`config.mk`:
```
export PLATFORM = sky130hd
export DESIGN_NAME = fp_alu_arbiter_flat
export DESIGN_NICKNAME = d
export VERILOG_FILES = /design/src/rtl/fp_alu_arbiter_if.sv /design/src/rtl/fp_alu_arbiter.sv /design/src/flat_wrapper.sv
export SDC_FILE = /design/constraint.sdc
export NUM_CORES = 1
export LEC_CHECK = 0
export CORE_AREA = 3 3 160 162
export DETAILED_ROUTE_END_ITERATION = 7
export DIE_AREA = 0 0 163 165
export GPL_ROUTABILITY_DRIVEN = 0
export PLACE_DENSITY_LB_ADDON = 0.12
export SETUP_SLACK_MARGIN = 0.02
export SLEW_MARGIN = 30
export SYNTH_ARGS = -nofsm -noshare
export SYNTH_HDL_FRONTEND = slang
export SYNTH_SLANG_ARGS = --single-unit
```
`constraint.sdc`:
```
create_clock -name clk -period 3.2 [get_ports clk]
set_clock_uncertainty 0.1 [all_clocks]
set_input_delay 0.32 -clock clk [delete_from_list [all_inputs] [get_ports clk]]
set_output_delay 0.32 -clock clk [all_outputs]
set_load 0.01 [all_outputs]
```
`src/rtl/fp_alu_arbiter_if.sv`:
```
`default_nettype none
`timescale 1ns/1ps
// ============================================================================
// Module   : fp_alu_arbiter_if
// Purpose  : Bundles the requester bus and the shared-ALU handshake used by
//            fp_alu_arbiter. The slave modport is the arbiter's view; the
//            master modport is the requesters-plus-ALU side.
// Revision : 1.0  initial release
// ============================================================================
interface fp_alu_arbiter_if #(
    parameter int NUM_REQ = 4,
    parameter int N       = 32
);
    // requester side
    logic [NUM_REQ-1:0]   req;
    logic [NUM_REQ*N-1:0] req_a;
    logic [NUM_REQ*N-1:0] req_b;
    logic [NUM_REQ*2-1:0] req_op;
    logic [NUM_REQ-1:0]   gnt;
    logic [NUM_REQ-1:0]   rsp_valid;
    logic [N-1:0]         rsp_data;
    logic                 rsp_err;

    // ALU side
    logic [N-1:0]         alu_a;
    logic [N-1:0]         alu_b;
    logic [1:0]           alu_opcode;
    logic                 alu_start;
    logic [N-1:0]         alu_c;
    logic                 alu_done;

    modport slave (
        input  req, req_a, req_b, req_op, alu_c, alu_done,
        output gnt, rsp_valid, rsp_data, rsp_err,
               alu_a, alu_b, alu_opcode, alu_start
    );

    modport master (
        output req, req_a, req_b, req_op, alu_c, alu_done,
        input  gnt, rsp_valid, rsp_data, rsp_err,
               alu_a, alu_b, alu_opcode, alu_start
    );
endinterface
`default_nettype wire

```
`src/rtl/fp_alu_arbiter.sv`:
```
`default_nettype none
`timescale 1ns/1ps
// ============================================================================
// Module   : fp_alu_arbiter
// Purpose  : Round-robin sharing of one start/done fixed-point ALU among
//            NUM_REQ requesters, one operation in flight, with a watchdog
//            that returns an error response if the ALU never answers.
// Revision : 1.0  initial release
// ============================================================================
module fp_alu_arbiter #(
    parameter int NUM_REQ = 4,
    parameter int N       = 32,
    parameter int TIMEOUT = 64
) (
    input  logic            clk,
    input  logic            rst_n,
    fp_alu_arbiter_if.slave bus
);

    localparam int               PTR_W    = (NUM_REQ > 1) ? $clog2(NUM_REQ) : 1;
    localparam int               CNT_W    = $clog2(TIMEOUT);
    localparam logic [PTR_W:0]   REQ_CNT  = (PTR_W+1)'(NUM_REQ);
    localparam logic [PTR_W-1:0] LAST_IDX = PTR_W'(NUM_REQ - 1);
    localparam logic [CNT_W-1:0] CNT_LAST = CNT_W'(TIMEOUT - 1);

    typedef enum logic [1:0] {
        S_IDLE  = 2'd0,
        S_ISSUE = 2'd1,
        S_WAIT  = 2'd2,
        S_RESP  = 2'd3
    } state_t;

    state_t             state_q;
    logic [PTR_W-1:0]   rr_ptr_q;
    logic [PTR_W-1:0]   win_q;
    logic [CNT_W-1:0]   cnt_q;
    logic [NUM_REQ-1:0] gnt_q;
    logic [NUM_REQ-1:0] rsp_valid_q;
    logic [N-1:0]       rsp_data_q;
    logic               rsp_err_q;
    logic [N-1:0]       alu_a_q;
    logic [N-1:0]       alu_b_q;
    logic [1:0]         alu_op_q;
    logic               alu_start_q;

    logic [NUM_REQ-1:0] req_rot;
    logic [PTR_W-1:0]   off_d;
    logic [PTR_W:0]     sum_d;
    logic [PTR_W-1:0]   win_d;
    logic [NUM_REQ-1:0] gnt_d;
    logic [PTR_W-1:0]   rr_next_d;

    logic [N-1:0]       req_a_arr  [NUM_REQ];
    logic [N-1:0]       req_b_arr  [NUM_REQ];
    logic [1:0]         req_op_arr [NUM_REQ];

    // Split the packed requester buses so the winner can be selected by index.
    for (genvar gi = 0; gi < NUM_REQ; gi++) begin : g_unpack
        assign req_a_arr[gi]  = bus.req_a[gi*N +: N];
        assign req_b_arr[gi]  = bus.req_b[gi*N +: N];
        assign req_op_arr[gi] = bus.req_op[gi*2 +: 2];
    end

    // Rotate requests so bit 0 is the requester at rr_ptr; the lowest set bit
    // of the rotated vector is then the round-robin winner's offset.
    assign req_rot = NUM_REQ'({bus.req, bus.req} >> rr_ptr_q);

    // Winner = rr_ptr + offset of first pending request, wrapped at NUM_REQ.
    always_comb begin
        off_d = '0;
        for (int i = NUM_REQ - 1; i >= 0; i--) begin
            if (req_rot[i]) begin
                off_d = PTR_W'(i);
            end
        end
        sum_d = {1'b0, rr_ptr_q} + {1'b0, off_d};
        if (sum_d >= REQ_CNT) begin
            sum_d = sum_d - REQ_CNT;
        end
    end

    assign win_d     = sum_d[PTR_W-1:0];
    assign gnt_d     = {{(NUM_REQ-1){1'b0}}, 1'b1} << win_d;
    // After serving the winner it drops to lowest priority next round.
    assign rr_next_d = (win_q == LAST_IDX) ? '0 : win_q + 1'b1;

    // Transaction FSM; every output is a register updated on the transition.
    always_ff @(posedge clk or negedge rst_n) begin
        if (!rst_n) begin
            state_q     <= S_IDLE;
            rr_ptr_q    <= '0;
            win_q       <= '0;
            cnt_q       <= '0;
            gnt_q       <= '0;
            rsp_valid_q <= '0;
            rsp_data_q  <= '0;
            rsp_err_q   <= 1'b0;
            alu_a_q     <= '0;
            alu_b_q     <= '0;
            alu_op_q    <= '0;
            alu_start_q <= 1'b0;
        end else begin
            // Pulses default low; they are raised only on the entering edge.
            alu_start_q <= 1'b0;
            rsp_valid_q <= '0;
            case (state_q)
                S_IDLE: begin
                    if (|bus.req) begin
                        win_q       <= win_d;
                        gnt_q       <= gnt_d;
                        alu_a_q     <= req_a_arr[win_d];
                        alu_b_q     <= req_b_arr[win_d];
                        alu_op_q    <= req_op_arr[win_d];
                        alu_start_q <= 1'b1;
                        state_q     <= S_ISSUE;
                    end
                end
                S_ISSUE: begin
                    // A done seen here belongs to nothing we issued; ignore it.
                    cnt_q   <= '0;
                    state_q <= S_WAIT;
                end
                S_WAIT: begin
                    cnt_q <= cnt_q + 1'b1;
                    if (bus.alu_done) begin
                        rsp_data_q  <= bus.alu_c;
                        rsp_err_q   <= 1'b0;
                        rsp_valid_q <= gnt_q;
                        state_q     <= S_RESP;
                    end else if (cnt_q == CNT_LAST) begin
                        rsp_data_q  <= '0;
                        rsp_err_q   <= 1'b1;
                        rsp_valid_q <= gnt_q;
                        state_q     <= S_RESP;
                    end
                end
                S_RESP: begin
                    gnt_q    <= '0;
                    rr_ptr_q <= rr_next_d;
                    state_q  <= S_IDLE;
                end
                default: begin
                    state_q <= S_IDLE;
                end
            endcase
        end
    end

    assign bus.gnt        = gnt_q;
    assign bus.rsp_valid  = rsp_valid_q;
    assign bus.rsp_data   = rsp_data_q;
    assign bus.rsp_err    = rsp_err_q;
    assign bus.alu_a      = alu_a_q;
    assign bus.alu_b      = alu_b_q;
    assign bus.alu_opcode = alu_op_q;
    assign bus.alu_start  = alu_start_q;

endmodule
`default_nettype wire

```
`src/flat_wrapper.sv`:
```
// flat-port wrapper written by rule: the top's interface ports become plain ports
module fp_alu_arbiter_flat 
#(
    parameter int NUM_REQ = 4,
    parameter int N       = 32,
    parameter int TIMEOUT = 64
)
  (clk, rst_n, bus_req, bus_req_a, bus_req_b, bus_req_op, bus_alu_c, bus_alu_done, bus_gnt, bus_rsp_valid, bus_rsp_data, bus_rsp_err, bus_alu_a, bus_alu_b, bus_alu_opcode, bus_alu_start);
  fp_alu_arbiter_if #(.NUM_REQ(NUM_REQ), .N(N)) bus_i ();
  input  logic clk;
  input  logic rst_n;
  input wire logic [$bits(bus_i.req)-1:0] bus_req;
  input wire logic [$bits(bus_i.req_a)-1:0] bus_req_a;
  input wire logic [$bits(bus_i.req_b)-1:0] bus_req_b;
  input wire logic [$bits(bus_i.req_op)-1:0] bus_req_op;
  input wire logic [$bits(bus_i.alu_c)-1:0] bus_alu_c;
  input wire logic [$bits(bus_i.alu_done)-1:0] bus_alu_done;
  output wire logic [$bits(bus_i.gnt)-1:0] bus_gnt;
  output wire logic [$bits(bus_i.rsp_valid)-1:0] bus_rsp_valid;
  output wire logic [$bits(bus_i.rsp_data)-1:0] bus_rsp_data;
  output wire logic [$bits(bus_i.rsp_err)-1:0] bus_rsp_err;
  output wire logic [$bits(bus_i.alu_a)-1:0] bus_alu_a;
  output wire logic [$bits(bus_i.alu_b)-1:0] bus_alu_b;
  output wire logic [$bits(bus_i.alu_opcode)-1:0] bus_alu_opcode;
  output wire logic [$bits(bus_i.alu_start)-1:0] bus_alu_start;
  assign bus_i.req = bus_req;
  assign bus_i.req_a = bus_req_a;
  assign bus_i.req_b = bus_req_b;
  assign bus_i.req_op = bus_req_op;
  assign bus_i.alu_c = bus_alu_c;
  assign bus_i.alu_done = bus_alu_done;
  assign bus_gnt = bus_i.gnt;
  assign bus_rsp_valid = bus_i.rsp_valid;
  assign bus_rsp_data = bus_i.rsp_data;
  assign bus_rsp_err = bus_i.rsp_err;
  assign bus_alu_a = bus_i.alu_a;
  assign bus_alu_b = bus_i.alu_b;
  assign bus_alu_opcode = bus_i.alu_opcode;
  assign bus_alu_start = bus_i.alu_start;
  fp_alu_arbiter #(.NUM_REQ(NUM_REQ), .N(N), .TIMEOUT(TIMEOUT)) u_core (.clk(clk), .rst_n(rst_n), .bus(bus_i));
endmodule
```
==> metrics.md <==
| Metric | Value |
|---|---|
| Status | `complete, no violations` |
| Reg2Reg Setup Slack | `0.41 ns` |
| Critical path launch point | `bus_req[2]` |
| Pre-CTS WS | `-0.0179 ns` |
| Clock slew at reported path FFs | `0.06 ns` |
| Yosys warning count | `0` |
| Drt pass-1 iters | `5` |
| Final Cycle Share | `87.1%` |
| Final setup vio count | `0` |
| Port buffer count | `410` |
| Internal power | `0.00790 W` |
| Clock latency on the worst-skew pair | `0.42 ns` |
| First-pass GRT wire length | `40000 um` |
| Layout cell share with drive strength beyond 1 | `7.94%` |
| Critical R2R Launch | `u_core.rr_ptr_q[1]` |
| Clock Power Share | `16.9%` |
| Drt wl/cell | `18.3 um` |
| Post-CTS Setup Inserts | `0` |
| Cell Rows | `57` |
| CTS root buf | `clkbuf_16` |
| Sw Pwr | `0.00527 W` |
| Slew headroom | `62.6%` |
| Critical Path RT | `3.39 ns` |
| Via count | `7041` |
| CORE AREA | `24200 um^2` |
| Leak | `5.26 nW` |
| Clock buffer depth | `2` |
| Minimum clock period | `2.79 ns` |
| Total grt overflow | `0` |
| Initial antenna violation count | `1` |
| P&R area growth vs syn | `77.4%` |
| Count of cell types in the netlist | `39` |
| Number of fill cells | `2309` |
| Final setup margin | `0.414 ns` |
| Unrepaired setup endpoints after global routing | `no` |
| Largest net degree at the start of global routing | `55` |
| Comb power frac | `63.2%` |
| MaxCap Viol Count | `0` |
| H-tree level count | `4` |
| DR iter-0 viols | `319` |
| Peak VDD IR | `0.000602 V` |
| Max Fclk | `0.359 GHz` |
| Critical Path Start Type | `input pin` |
| Seq/Total Area, Yosys | `42.9%` |
| Global Route Usage Sum | `19.3%` |
| Seq pwr share | `19.9%` |
| TritonCTS buffer count | `17` |
| Placed Area | `11700 um^2` |
| Nets | `1433` |
| Area of the die | `26900 um^2` |
| Syn Nets | `1030` |
| Sw Share | `40.0%` |
| Register bit count reported by yosys | `120` |
| Hold crit path type | `in2async` |
| WL final | `26800 um` |
| Drt drc | `0` |
| Final-report hold violation count | `0` |
| Kind of critical path | `in2reg` |
| Crit path max fanout | `33` |
| Post-Synthesis Cells | `719` |
| Finished Core Util | `51.2%` |
| Power Density | `1060 nW/um^2` |
| Chip height | `165 um` |
| TritonCTS clock tree | `built` |
| Via count of the first global-routing pass | `7061` |
| Post-synth EDFFs | `0` |
| Worst Reg2Reg Path Length in Cells | `11` |
| RR Endpoint | `u_core.bus.alu_b[6]` |
| Mapped cell area | `6990 um^2` |
| Die W | `163 um` |
| Fin area | `12400 um^2` |
| Hold slack final | `0.320 ns` |
| Routed Antenna Nets | `0` |
| Ys async rst share | `100%` |
| Slew of the pin with the lowest slew margin | `0.562 ns` |
| Arrival time worst endpoint | `2.97 ns` |
| IO Pins | `411` |
| Initial Utilization | `28.8%` |
| Fin. max-slew vios | `0` |
| Worst setup path end | `u_core.bus.alu_b[6]` |
| Setup TNS | `0 ns` |
| Mean Syn Cell Area | `9.73 um^2` |
| TritonCTS Sinks | `120` |
| Worst Setup End Kind | `flop` |
| Most used flip-flop cell after synthesis | `dfrtp_1` |
| Via density | `4.83` |
| Post-DP HPWL | `20900 um` |
[synthesized netlist by cell type, drive strengths merged, types with 2 or more instances]
cell type	n	area, um^2
o311ai	66	631
nand2b	2	12.5
a21oi	7	35.0
a32o	2	20.0
nand2	76	285
a22o	34	298
o21ai	79	395
and3b	2	17.5
buf	20	136
nor2b	4	25.0
nand3	4	20.0
a31oi	2	12.5
nor3	2	10.0
inv	13	48.8
ha	8	100
mux2i	132	1320
dfrtp	120	3000
and2	2	12.5
clkbuf	51	191
mux2	2	22.5
nor2	77	289
nor3b	3	22.5
[how the worst min path moves through the flow]
| stage | from | endpoint | slack, ns |
|---|---|---|---|
| CTS | rst_n | u_core.cnt_q[2] | 0.34 |
| detailed placement | rst_n | u_core.cnt_q[2] | 0.25 |
| global placement | rst_n | u_core.cnt_q[2] | 0.25 |
| finish | rst_n | u_core.cnt_q[2] | 0.32 |
| global route | rst_n | u_core.cnt_q[2] | 0.35 |
| floorplan | rst_n | u_core.bus.alu_a[0] | -0.08 |
[cells in the final DEF, fill, tap and decap left out, types with 3 or more instances in the layout]
cell	count
buf_12	14
bufinv_16	6
dfrtp_1	120
a22o_1	34
nand2_1	76
mux2i_1	132
nor2b_1	4
a21oi_1	7
o311ai_0	30
buf_4	31
ha_1	7
clkdlybuf4s50_1	409
o311ai_1	29
nand3_1	4
o21ai_1	3
o21ai_0	76
nor2_1	77
clkbuf_16	17
nor3b_1	3
clkinv_4	5
o311ai_2	7
inv_1	13
[power groups by stage]
stage	Sequential (W)	Clock [W]	Combinational (W)
2_1_floorplan	0.00289	0	0.00449
3_3_place_gp	0.00262	0	0.00841
3_5_place_dp	0.00264	0	0.00844
4_1_cts	0.00263	0.00228	0.00847
5_1_grt	0.00271	0.00236	0.00905
6_report	0.00262	0.00222	0.00833
[critical path: stages]
cell and delay, ns:
clkdlybuf4s50_1 0.50, buf_4 0.14, nand2_1 0.05, a21oi_1 0.13
a21oi_1 0.05, a21oi_1 0.34, ha_4 0.19, xnor2_1 0.12
and4_4 0.19, or2_2 0.34, buf_12 0.19, o311ai_0 0.39
[routing by layer]
layer  vias to the layer above  GRT usage (%)  wire [um]
met5                         -              0          0
met2                       274           35.1      14100
met4                         0           5.42        407
met1                      3288           21.4       9960
met3                        22           6.65       2300
li1                       3457              -          -
[flip-flops by register name, indices dropped and copies added, names as in the netlist, 2 cells and up]
| register | count |
|---|---|
| u_core.bus.alu_b | 32 |
| u_core.bus.alu_opcode | 2 |
| u_core.bus.rsp_data | 32 |
| u_core.rr_ptr_q | 2 |
| u_core.win_q | 2 |
| u_core.bus.rsp_valid | 4 |
| u_core.cnt_q | 6 |
| u_core.bus.gnt | 4 |
| u_core.bus.alu_a | 32 |
| u_core.state_q | 2 |
[layout make-up]
| type | count | area (um^2) | share of cell area [%] |
|---|---|---|---|
| Multi-Input combinational cell | 515 | 3650 | 29.4 |
| Timing Repair Buffer | 455 | 4620 | 37.2 |
| Clock inverter | 13 | 241 | 1.95 |
| Sequential cell | 120 | 3000 | 24.2 |
| Antenna cell | 1 | 2.50 | 0.0202 |
| Inverter | 13 | 48.8 | 0.393 |
| Tap cell | 324 | 405 | 3.27 |
| Clock buffer | 18 | 439 | 3.54 |
[repair_timing]
action,in CTS,in global routing
endpoints found under the setup margin,0,0
hold endpoints to repair,38,0
hold buffers,1,0
gates resized for setup,0,0
[metrics by stage]
stage               power (W)  instances
floorplan             0.00738        719
global placement       0.0110       1426
detailed placement     0.0111       1426
CTS                    0.0134       1458
global route           0.0141       1459
finish                 0.0132       1459
[kinds of logic (layout without fill, tap and decap cells)]
family	count (synthesis)	count (layout)	synth area share, %
AOI/OAI and AO/OA	193	193	20.3
and+or+nand+nor	178	178	10.5
adders and majority gates	8	8	1.43
buffers and inverters	84	499	5.38
other	0	1	0
xor gates and xnor gates	2	2	0.250
DFF	120	120	42.9
muxes	134	134	19.2
(Power assumes the default switching activity.)
